File: config.mk
export PLATFORM = sky130hd
export DESIGN_NAME = modrm_ea_unit_flat
export DESIGN_NICKNAME = d
export VERILOG_FILES = /design/src/rtl/modrm_ea_unit_pkg.sv /design/src/rtl/modrm_ea_unit_if.sv /design/src/rtl/modrm_ea_calc.sv /design/src/rtl/modrm_ea_unit.sv /design/src/flat_wrapper.sv
export SDC_FILE = /design/constraint.sdc
export NUM_CORES = 1
export LEC_CHECK = 0
export ABC_AREA = 1
export CELL_PAD_IN_SITES_DETAIL_PLACEMENT = 1
export CELL_PAD_IN_SITES_GLOBAL_PLACEMENT = 1
export CORE_MARGIN = 3
export CORE_UTILIZATION = 41
export CTS_BUF_LIST = sky130_fd_sc_hd__clkbuf_2
export CTS_CLUSTER_DIAMETER = 100
export DETAILED_ROUTE_END_ITERATION = 16
export PLACE_DENSITY_LB_ADDON = 0.1
export SKIP_CTS_REPAIR_TIMING = 1
export SLEW_MARGIN = 20
export SYNTH_ARGS = -nofsm -noshare
export SYNTH_HDL_FRONTEND = slang
export SYNTH_SLANG_ARGS = --single-unit
File: constraint.sdc
create_clock -name clk -period 5.1 [get_ports clk]
set_input_delay 1.02 -clock clk [delete_from_list [all_inputs] [get_ports clk]]
set_output_delay 1.02 -clock clk [all_outputs]
set_load 0.005 [all_outputs]
File: src/rtl/modrm_ea_unit_pkg.sv
// rtl/modrm_ea_unit_pkg.sv - shared types and ModR/M field helpers for the EA unit
package modrm_ea_unit_pkg;

    typedef enum logic [2:0] {
        IDLE,
        MODRM,
        DISP_LO,
        DISP_HI,
        CALC,
        DONE
    } state_e;

    typedef enum logic [1:0] {
        SEG_ES = 2'd0,
        SEG_CS = 2'd1,
        SEG_SS = 2'd2,
        SEG_DS = 2'd3
    } seg_e;

    // x86 16-bit register encoding used by the register file read ports
    typedef enum logic [2:0] {
        AX = 3'd0,
        CX = 3'd1,
        DX = 3'd2,
        BX = 3'd3,
        SP = 3'd4,
        BP = 3'd5,
        SI = 3'd6,
        DI = 3'd7
    } RegisterEnum;

    function automatic logic [1:0] modrm_mod(input logic [7:0] b);
        return b[7:6];
    endfunction

    function automatic logic [2:0] modrm_reg(input logic [7:0] b);
        return b[5:3];
    endfunction

    function automatic logic [2:0] modrm_rm(input logic [7:0] b);
        return b[2:0];
    endfunction

    // Displacement bytes following the ModR/M byte; mod=00 rm=110 is a direct address
    function automatic logic [1:0] disp_bytes(input logic [1:0] mod_bits, input logic [2:0] rm);
        case (mod_bits)
            2'b01:   return 2'd1;
            2'b10:   return 2'd2;
            2'b00:   return (rm == 3'b110) ? 2'd2 : 2'd0;
            default: return 2'd0;
        endcase
    endfunction

    function automatic RegisterEnum base_reg(input logic [2:0] rm);
        case (rm)
            3'b000, 3'b001, 3'b111: return BX;
            3'b100:                 return SI;
            3'b101:                 return DI;
            default:                return BP;
        endcase
    endfunction

    function automatic RegisterEnum index_reg(input logic [2:0] rm);
        case (rm)
            3'b000, 3'b010: return SI;
            3'b001, 3'b011: return DI;
            default:        return AX;
        endcase
    endfunction

endpackage

File: src/rtl/modrm_ea_unit_if.sv
// rtl/modrm_ea_unit_if.sv - prefetch FIFO and register-file read port bundle
interface modrm_ea_unit_if #(
    parameter int ADDR_W = 16
);
    logic              fifo_rd_en;
    logic [7:0]        fifo_rd_data;
    logic              fifo_empty;
    logic [2:0]        reg_sel0;
    logic [2:0]        reg_sel1;
    logic [ADDR_W-1:0] regs0;
    logic [ADDR_W-1:0] regs1;

    modport master (
        output fifo_rd_en, reg_sel0, reg_sel1,
        input  fifo_rd_data, fifo_empty, regs0, regs1
    );

    modport slave (
        input  fifo_rd_en, reg_sel0, reg_sel1,
        output fifo_rd_data, fifo_empty, regs0, regs1
    );
endinterface

File: src/rtl/modrm_ea_calc.sv
// rtl/modrm_ea_calc.sv - combinational effective address and default segment
module modrm_ea_calc
    import modrm_ea_unit_pkg::*;
#(
    parameter int ADDR_W = 16
) (
    input  logic [1:0]        mod_bits,
    input  logic [2:0]        rm,
    input  logic [ADDR_W-1:0] regs0,
    input  logic [ADDR_W-1:0] regs1,
    input  logic [15:0]       disp,
    output logic [ADDR_W-1:0] ea,
    output seg_e              default_seg
);
    logic signed [15:0] disp_s;
    logic [ADDR_W-1:0]  disp_ext;

    assign disp_s   = disp;
    assign disp_ext = ADDR_W'(disp_s);

    // Address sum wraps naturally at ADDR_W bits
    always_comb begin
        ea = regs0 + disp_ext;
        if (rm[2] == 1'b0)
            ea = regs0 + regs1 + disp_ext;
        else if (rm == 3'b110 && mod_bits == 2'b00)
            ea = disp_ext;
    end

    // BP-based forms default to the stack segment
    always_comb begin
        default_seg = SEG_DS;
        if (mod_bits != 2'b11) begin
            if (rm == 3'b010 || rm == 3'b011)
                default_seg = SEG_SS;
            else if (rm == 3'b110 && mod_bits != 2'b00)
                default_seg = SEG_SS;
        end
    end
endmodule

File: src/rtl/modrm_ea_unit.sv
// rtl/modrm_ea_unit.sv - ModR/M fetch FSM with registered effective address
module modrm_ea_unit
    import modrm_ea_unit_pkg::*;
#(
    parameter int ADDR_W            = 16,
    parameter bit SIGN_EXTEND_DISP8 = 1'b1,
    parameter int REG_LATENCY       = 0
) (
    input  logic              clk,
    input  logic              reset,
    input  logic              start,
    input  logic              flush,
    output logic              busy,
    output logic              complete,
    modrm_ea_unit_if.master   bus,
    output logic [ADDR_W-1:0] effective_address,
    output logic [15:0]       displacement,
    output logic [2:0]        regnum,
    output logic [2:0]        rm_regnum,
    output logic              rm_is_reg,
    output logic [1:0]        default_seg
);
    localparam logic CALC_LAST = (REG_LATENCY != 0);

    state_e            state;
    logic              pending;
    logic [1:0]        mod_q;
    logic [2:0]        rm_q;
    logic [1:0]        need_q;
    logic              calc_cnt;
    RegisterEnum       reg_sel0_q;
    RegisterEnum       reg_sel1_q;
    logic              fetch_state;
    logic [7:0]        byte_in;
    logic [15:0]       disp8_ext;
    logic [ADDR_W-1:0] calc_ea;
    seg_e              calc_seg;

    assign byte_in      = bus.fifo_rd_data;
    assign disp8_ext    = SIGN_EXTEND_DISP8 ? {{8{byte_in[7]}}, byte_in} : {8'h00, byte_in};
    assign fetch_state  = (state == MODRM) || (state == DISP_LO) || (state == DISP_HI);
    // Flush suppresses the pop so no byte is lost from the FIFO on abort
    assign bus.fifo_rd_en = fetch_state && !bus.fifo_empty && !pending && !flush;
    assign bus.reg_sel0 = reg_sel0_q;
    assign bus.reg_sel1 = reg_sel1_q;
    assign busy         = (state != IDLE);

    modrm_ea_calc #(.ADDR_W(ADDR_W)) u_calc (
        .mod_bits    (mod_q),
        .rm          (rm_q),
        .regs0       (bus.regs0),
        .regs1       (bus.regs1),
        .disp        (displacement),
        .ea          (calc_ea),
        .default_seg (calc_seg)
    );

    // Decode FSM: one byte per fetch state, captured the cycle after its pop
    always_ff @(posedge clk or posedge reset) begin
        if (reset) begin
            state             <= IDLE;
            pending           <= 1'b0;
            complete          <= 1'b0;
            mod_q             <= 2'b00;
            rm_q              <= 3'b000;
            need_q            <= 2'd0;
            calc_cnt          <= 1'b0;
            reg_sel0_q        <= AX;
            reg_sel1_q        <= AX;
            displacement      <= 16'h0000;
            effective_address <= '0;
            default_seg       <= 2'd0;
            regnum            <= 3'd0;
            rm_regnum         <= 3'd0;
            rm_is_reg         <= 1'b0;
        end else if (flush) begin
            state    <= IDLE;
            pending  <= 1'b0;
            complete <= 1'b0;
        end else begin
            complete <= 1'b0;
            if (bus.fifo_rd_en)
                pending <= 1'b1;
            case (state)
                IDLE: begin
                    if (start)
                        state <= MODRM;
                end
                MODRM: begin
                    if (pending) begin
                        pending      <= 1'b0;
                        mod_q        <= modrm_mod(byte_in);
                        rm_q         <= modrm_rm(byte_in);
                        need_q       <= disp_bytes(modrm_mod(byte_in), modrm_rm(byte_in));
                        regnum       <= modrm_reg(byte_in);
                        rm_regnum    <= modrm_rm(byte_in);
                        rm_is_reg    <= (modrm_mod(byte_in) == 2'b11);
                        reg_sel0_q   <= base_reg(modrm_rm(byte_in));
                        reg_sel1_q   <= index_reg(modrm_rm(byte_in));
                        displacement <= 16'h0000;
                        calc_cnt     <= 1'b0;
                        if (modrm_mod(byte_in) == 2'b11) begin
                            state       <= DONE;
                            complete    <= 1'b1;
                            default_seg <= SEG_DS;
                        end else if (disp_bytes(modrm_mod(byte_in), modrm_rm(byte_in)) != 2'd0) begin
                            state <= DISP_LO;
                        end else begin
                            state <= CALC;
                        end
                    end
                end
                DISP_LO: begin
                    if (pending) begin
                        pending      <= 1'b0;
                        displacement <= disp8_ext;
                        state        <= (need_q == 2'd2) ? DISP_HI : CALC;
                    end
                end
                DISP_HI: begin
                    if (pending) begin
                        pending           <= 1'b0;
                        displacement[15:8] <= byte_in;
                        state             <= CALC;
                    end
                end
                CALC: begin
                    if (calc_cnt == CALC_LAST) begin
                        effective_address <= calc_ea;
                        default_seg       <= calc_seg;
                        complete          <= 1'b1;
                        state             <= DONE;
                    end else begin
                        calc_cnt <= calc_cnt + 1'b1;
                    end
                end
                DONE: begin
                    state <= IDLE;
                end
                default: begin
                    state <= IDLE;
                end
            endcase
        end
    end
endmodule
File: src/flat_wrapper.sv
// flat-port wrapper written by rule: the top's interface ports become plain ports
module modrm_ea_unit_flat import modrm_ea_unit_pkg::*;
#(
    parameter int ADDR_W            = 16,
    parameter bit SIGN_EXTEND_DISP8 = 1'b1,
    parameter int REG_LATENCY       = 0
)
  (clk, reset, start, flush, busy, complete, effective_address, displacement, regnum, rm_regnum, rm_is_reg, default_seg, bus_fifo_rd_en, bus_reg_sel0, bus_reg_sel1, bus_fifo_rd_data, bus_fifo_empty, bus_regs0, bus_regs1);
  modrm_ea_unit_if #(.ADDR_W(ADDR_W)) bus_i ();
  input  logic clk;
  input  logic reset;
  input  logic start;
  input  logic flush;
  output logic busy;
  output logic complete;
  output logic [ADDR_W-1:0] effective_address;
  output logic [15:0] displacement;
  output logic [2:0] regnum;
  output logic [2:0] rm_regnum;
  output logic rm_is_reg;
  output logic [1:0] default_seg;
  output wire logic [$bits(bus_i.fifo_rd_en)-1:0] bus_fifo_rd_en;
  output wire logic [$bits(bus_i.reg_sel0)-1:0] bus_reg_sel0;
  output wire logic [$bits(bus_i.reg_sel1)-1:0] bus_reg_sel1;
  input wire logic [$bits(bus_i.fifo_rd_data)-1:0] bus_fifo_rd_data;
  input wire logic [$bits(bus_i.fifo_empty)-1:0] bus_fifo_empty;
  input wire logic [$bits(bus_i.regs0)-1:0] bus_regs0;
  input wire logic [$bits(bus_i.regs1)-1:0] bus_regs1;
  assign bus_fifo_rd_en = bus_i.fifo_rd_en;
  assign bus_reg_sel0 = bus_i.reg_sel0;
  assign bus_reg_sel1 = bus_i.reg_sel1;
  assign bus_i.fifo_rd_data = bus_fifo_rd_data;
  assign bus_i.fifo_empty = bus_fifo_empty;
  assign bus_i.regs0 = bus_regs0;
  assign bus_i.regs1 = bus_regs1;
  modrm_ea_unit #(.ADDR_W(ADDR_W), .SIGN_EXTEND_DISP8(SIGN_EXTEND_DISP8), .REG_LATENCY(REG_LATENCY)) u_core (.clk(clk), .reset(reset), .start(start), .flush(flush), .busy(busy), .complete(complete), .bus(bus_i), .effective_address(effective_address), .displacement(displacement), .regnum(regnum), .rm_regnum(rm_regnum), .rm_is_reg(rm_is_reg), .default_seg(default_seg));
endmodule
==> reports/summary.txt <==
Drt drc -> 0
TritonRoute pass-1 iters -> 4
Syn-to-layout area delta -> 23.1%
CTS Buf Count -> 5
Worst r2r src -> u_core.displacement[1]
Hold_sp -> u_core.default_seg[1]
HPWL after detailed placement -> 12800 um
Met3 usage -> 3.37%
TritonCTS clock tree -> done
Period minus WS final -> 3.54 ns
Clock transition at the registers of the reported paths -> 0.28 ns
Status -> finished, final reports clean
Level count of the clock H-tree -> 2
Global route hottest layer -> met2
Pins Over Slew Limit -> 0
Final hold violation count -> 0
GRT Util Overall -> 25.2%
GPL Wtd Cong -> 0.916
Detailed-route via count -> 4692
Routed len/inst -> 17.3 um
Total Die Area -> 12800 um^2
Fin worst setup slack -> 1.56 ns
Vias in the first global route -> 5122
Tightest Pin Transition -> 0.860 ns
# port buffers -> 94
Root Driver -> clkbuf_2
Max Clock Freq -> 0.282 GHz
# rows -> 38
Leak -> 0.00295 uW
Core area -> 11000 um^2
Initial antenna violation count -> 0
Max cap viols -> 0
Antenna-violating nets left -> 0
Largest regs -> u_core.displacement (16), u_core.effective_address (16)
R2r setup slk -> 2.40 ns
Met2 usage -> 43.1%
Crit path max fanout -> 6
Fin Hold WS -> 0.510 ns
DRT iter0 DRCs -> 190
I/O pin count -> 95
Post-Synthesis Cells -> 671
Worst Path Arrival -> 2.52 ns
Max Root-Sink Buffers -> 2
Diode count -> 0
Tcrit/Tclk final -> 69.4%
Total grt overflow -> 0
Placement Cell Area -> 5760 um^2
Synthesized cell area -> 4710 um^2
Final TNS setup -> 0 ns
Share of cells above drive strength 1 -> 4.99%
Critical Path End Type -> output pin
Fillers -> 1460
Vias per cell -> 5.21
Startpoint Class -> input pin
FF+latch count, synth -> 55
Worst skew pair latency -> 0.46 ns
Clock skew -> 0.00464 ns
Die Wd -> 113 um
First-pass GRT wire length -> 25800 um
Largest net degree at the start of global routing -> 56
Syn Area/Cell -> 7.02 um^2
Synth warn -> 0
Synth unique cells -> 44
Syn_nets -> 762
Power density over cell area -> 590 nW/um^2
Register area share after synthesis -> 29.2%
Placement Setup Slack -> 1.33 ns
GRT met1 Usage -> 33.6%
VDD IR max -> 0.257 mV
Final Instance Area -> 5800 um^2
Die height -> 113 um
Relative slew slack -> 42.3%
Endpoints failing setup -> 0
Data required time of the worst path -> 4.08 ns
Reg2Reg Depth -> 16
Starting Density -> 42.7%
Wirelength, routed -> 15600 um
RR Endpoint -> u_core.effective_address[15]
Hold Crit Endpoint -> u_core.default_seg[1]
Kind of critical path -> input pin to output pin
Pwr Total -> 3420 uW
Worst Hold Depth -> 1
RSZ-0062 raised after global routing -> no
Clock sinks -> 55
Hold Crit Class -> flop to flop
Nets@finish -> 851
cells in the final DEF (no fill, tap or decap), drive strengths merged, types with 3 or more instances in the layout:
cell,n
or2,5
o21bai,3
clkdlybuf4s50,94
ha,29
nand2,200
o22ai,8
fa,17
clkbuf,6
nand4,7
xnor2,7
inv,108
nor2,53
dfrtp,55
nand3,50
o211ai,3
a21oi,48
o21ai,43
nor3,5
routing by layer:
layer  up-vias  share of wire, %
met2        96                48
met4         0               1.9
met1      2254                46
met5         -                 0
met3        19               4.5
li1       2323                 -
stage by stage:
| step | utilization (%) | cells |
|---|---|---|
| 2_1_floorplan | - | 671 |
| 3_3_place_gp | 52.2 | 893 |
| 3_5_place_dp | 52.2 | 893 |
| 4_1_cts | 52.6 | 901 |
| 5_1_grt | 52.6 | 901 |
| 6_report | 52.6 | 901 |
power breakdown:
part | internal, uW | switching, uW | leakage, uW
logic | 1030 | 1380 | 0.00223
registers | 624 | 210 | 0.000689
clock network | 34.8 | 146 | 0.0000290
area by class of cell:
type	count	area [um^2]	share of cell area, %
Clock buffer	6	30.0	0.518
Clock inverter	2	12.5	0.216
Inverter	109	412	7.10
Multi-Input combinational cell	494	2840	49.1
Sequential cell	55	1380	23.7
Tap cell	140	175	3.02
Timing Repair Buffer	95	948	16.4
worst max-delay path by stage:
stage,start,to,slack (ns),depth (start not counted)
3_5_place_dp,bus_regs0[1],u_core.effective_address[15],1.33,17
6_report,flush,bus_fifo_rd_en,1.56,3
5_1_grt,flush,bus_fifo_rd_en,1.46,3
4_1_cts,flush,bus_fifo_rd_en,1.53,3
2_1_floorplan,bus_regs1[1],u_core.effective_address[15],2.10,16
3_3_place_gp,bus_regs0[1],u_core.effective_address[15],1.40,17
worst max-delay path, stage by stage:
cell and delay [ns]:
clkdlybuf4s50_1 0.62, nor3_1 0.32, clkdlybuf4s50_1 0.56
synthesized netlist by cell type, drive strengths merged:
| cell type | instances | area (um^2) |
|---|---|---|
| a211oi | 2 | 27.5 |
| a21boi | 1 | 7.51 |
| a21o | 1 | 7.51 |
| a21oi | 48 | 240 |
| a2bb2oi | 2 | 17.5 |
| a31oi | 1 | 6.26 |
| a41oi | 1 | 8.76 |
| and2 | 2 | 12.5 |
| buf | 9 | 62.6 |
| clkbuf | 4 | 16.3 |
| clkinv | 1 | 3.75 |
| dfrtp | 55 | 1380 |
| fa | 17 | 340 |
| ha | 29 | 363 |
| inv | 108 | 408 |
| mux2 | 1 | 11.3 |
| nand2 | 200 | 766 |
| nand3 | 50 | 255 |
| nand3b | 1 | 7.51 |
| nand4 | 7 | 43.8 |
| nor2 | 53 | 250 |
| nor3 | 5 | 36.3 |
| o211ai | 3 | 22.5 |
| o21a | 2 | 15.0 |
| o21ai | 43 | 223 |
| o21bai | 3 | 22.5 |
| o22ai | 8 | 50.1 |
| or2 | 5 | 31.3 |
| xnor2 | 7 | 61.3 |
| xor2 | 2 | 17.5 |
cell families (layout without fill, tap and decap cells):
family / count (synthesis) / in the layout / share of synthesized area [%]
adder cells (fa/ha/maj): 46 / 46 / 14.9
multiplexers: 1 / 1 / 0.239
AO/OA/AOI/OAI: 115 / 115 / 13.8
flip-flops: 55 / 55 / 29.2
XOR/XNOR: 9 / 9 / 1.67
AND/OR/NAND/NOR: 323 / 323 / 29.8
buffers and inverters: 122 / 212 / 10.4
Note: power is estimated with default switching activity, not from simulation.
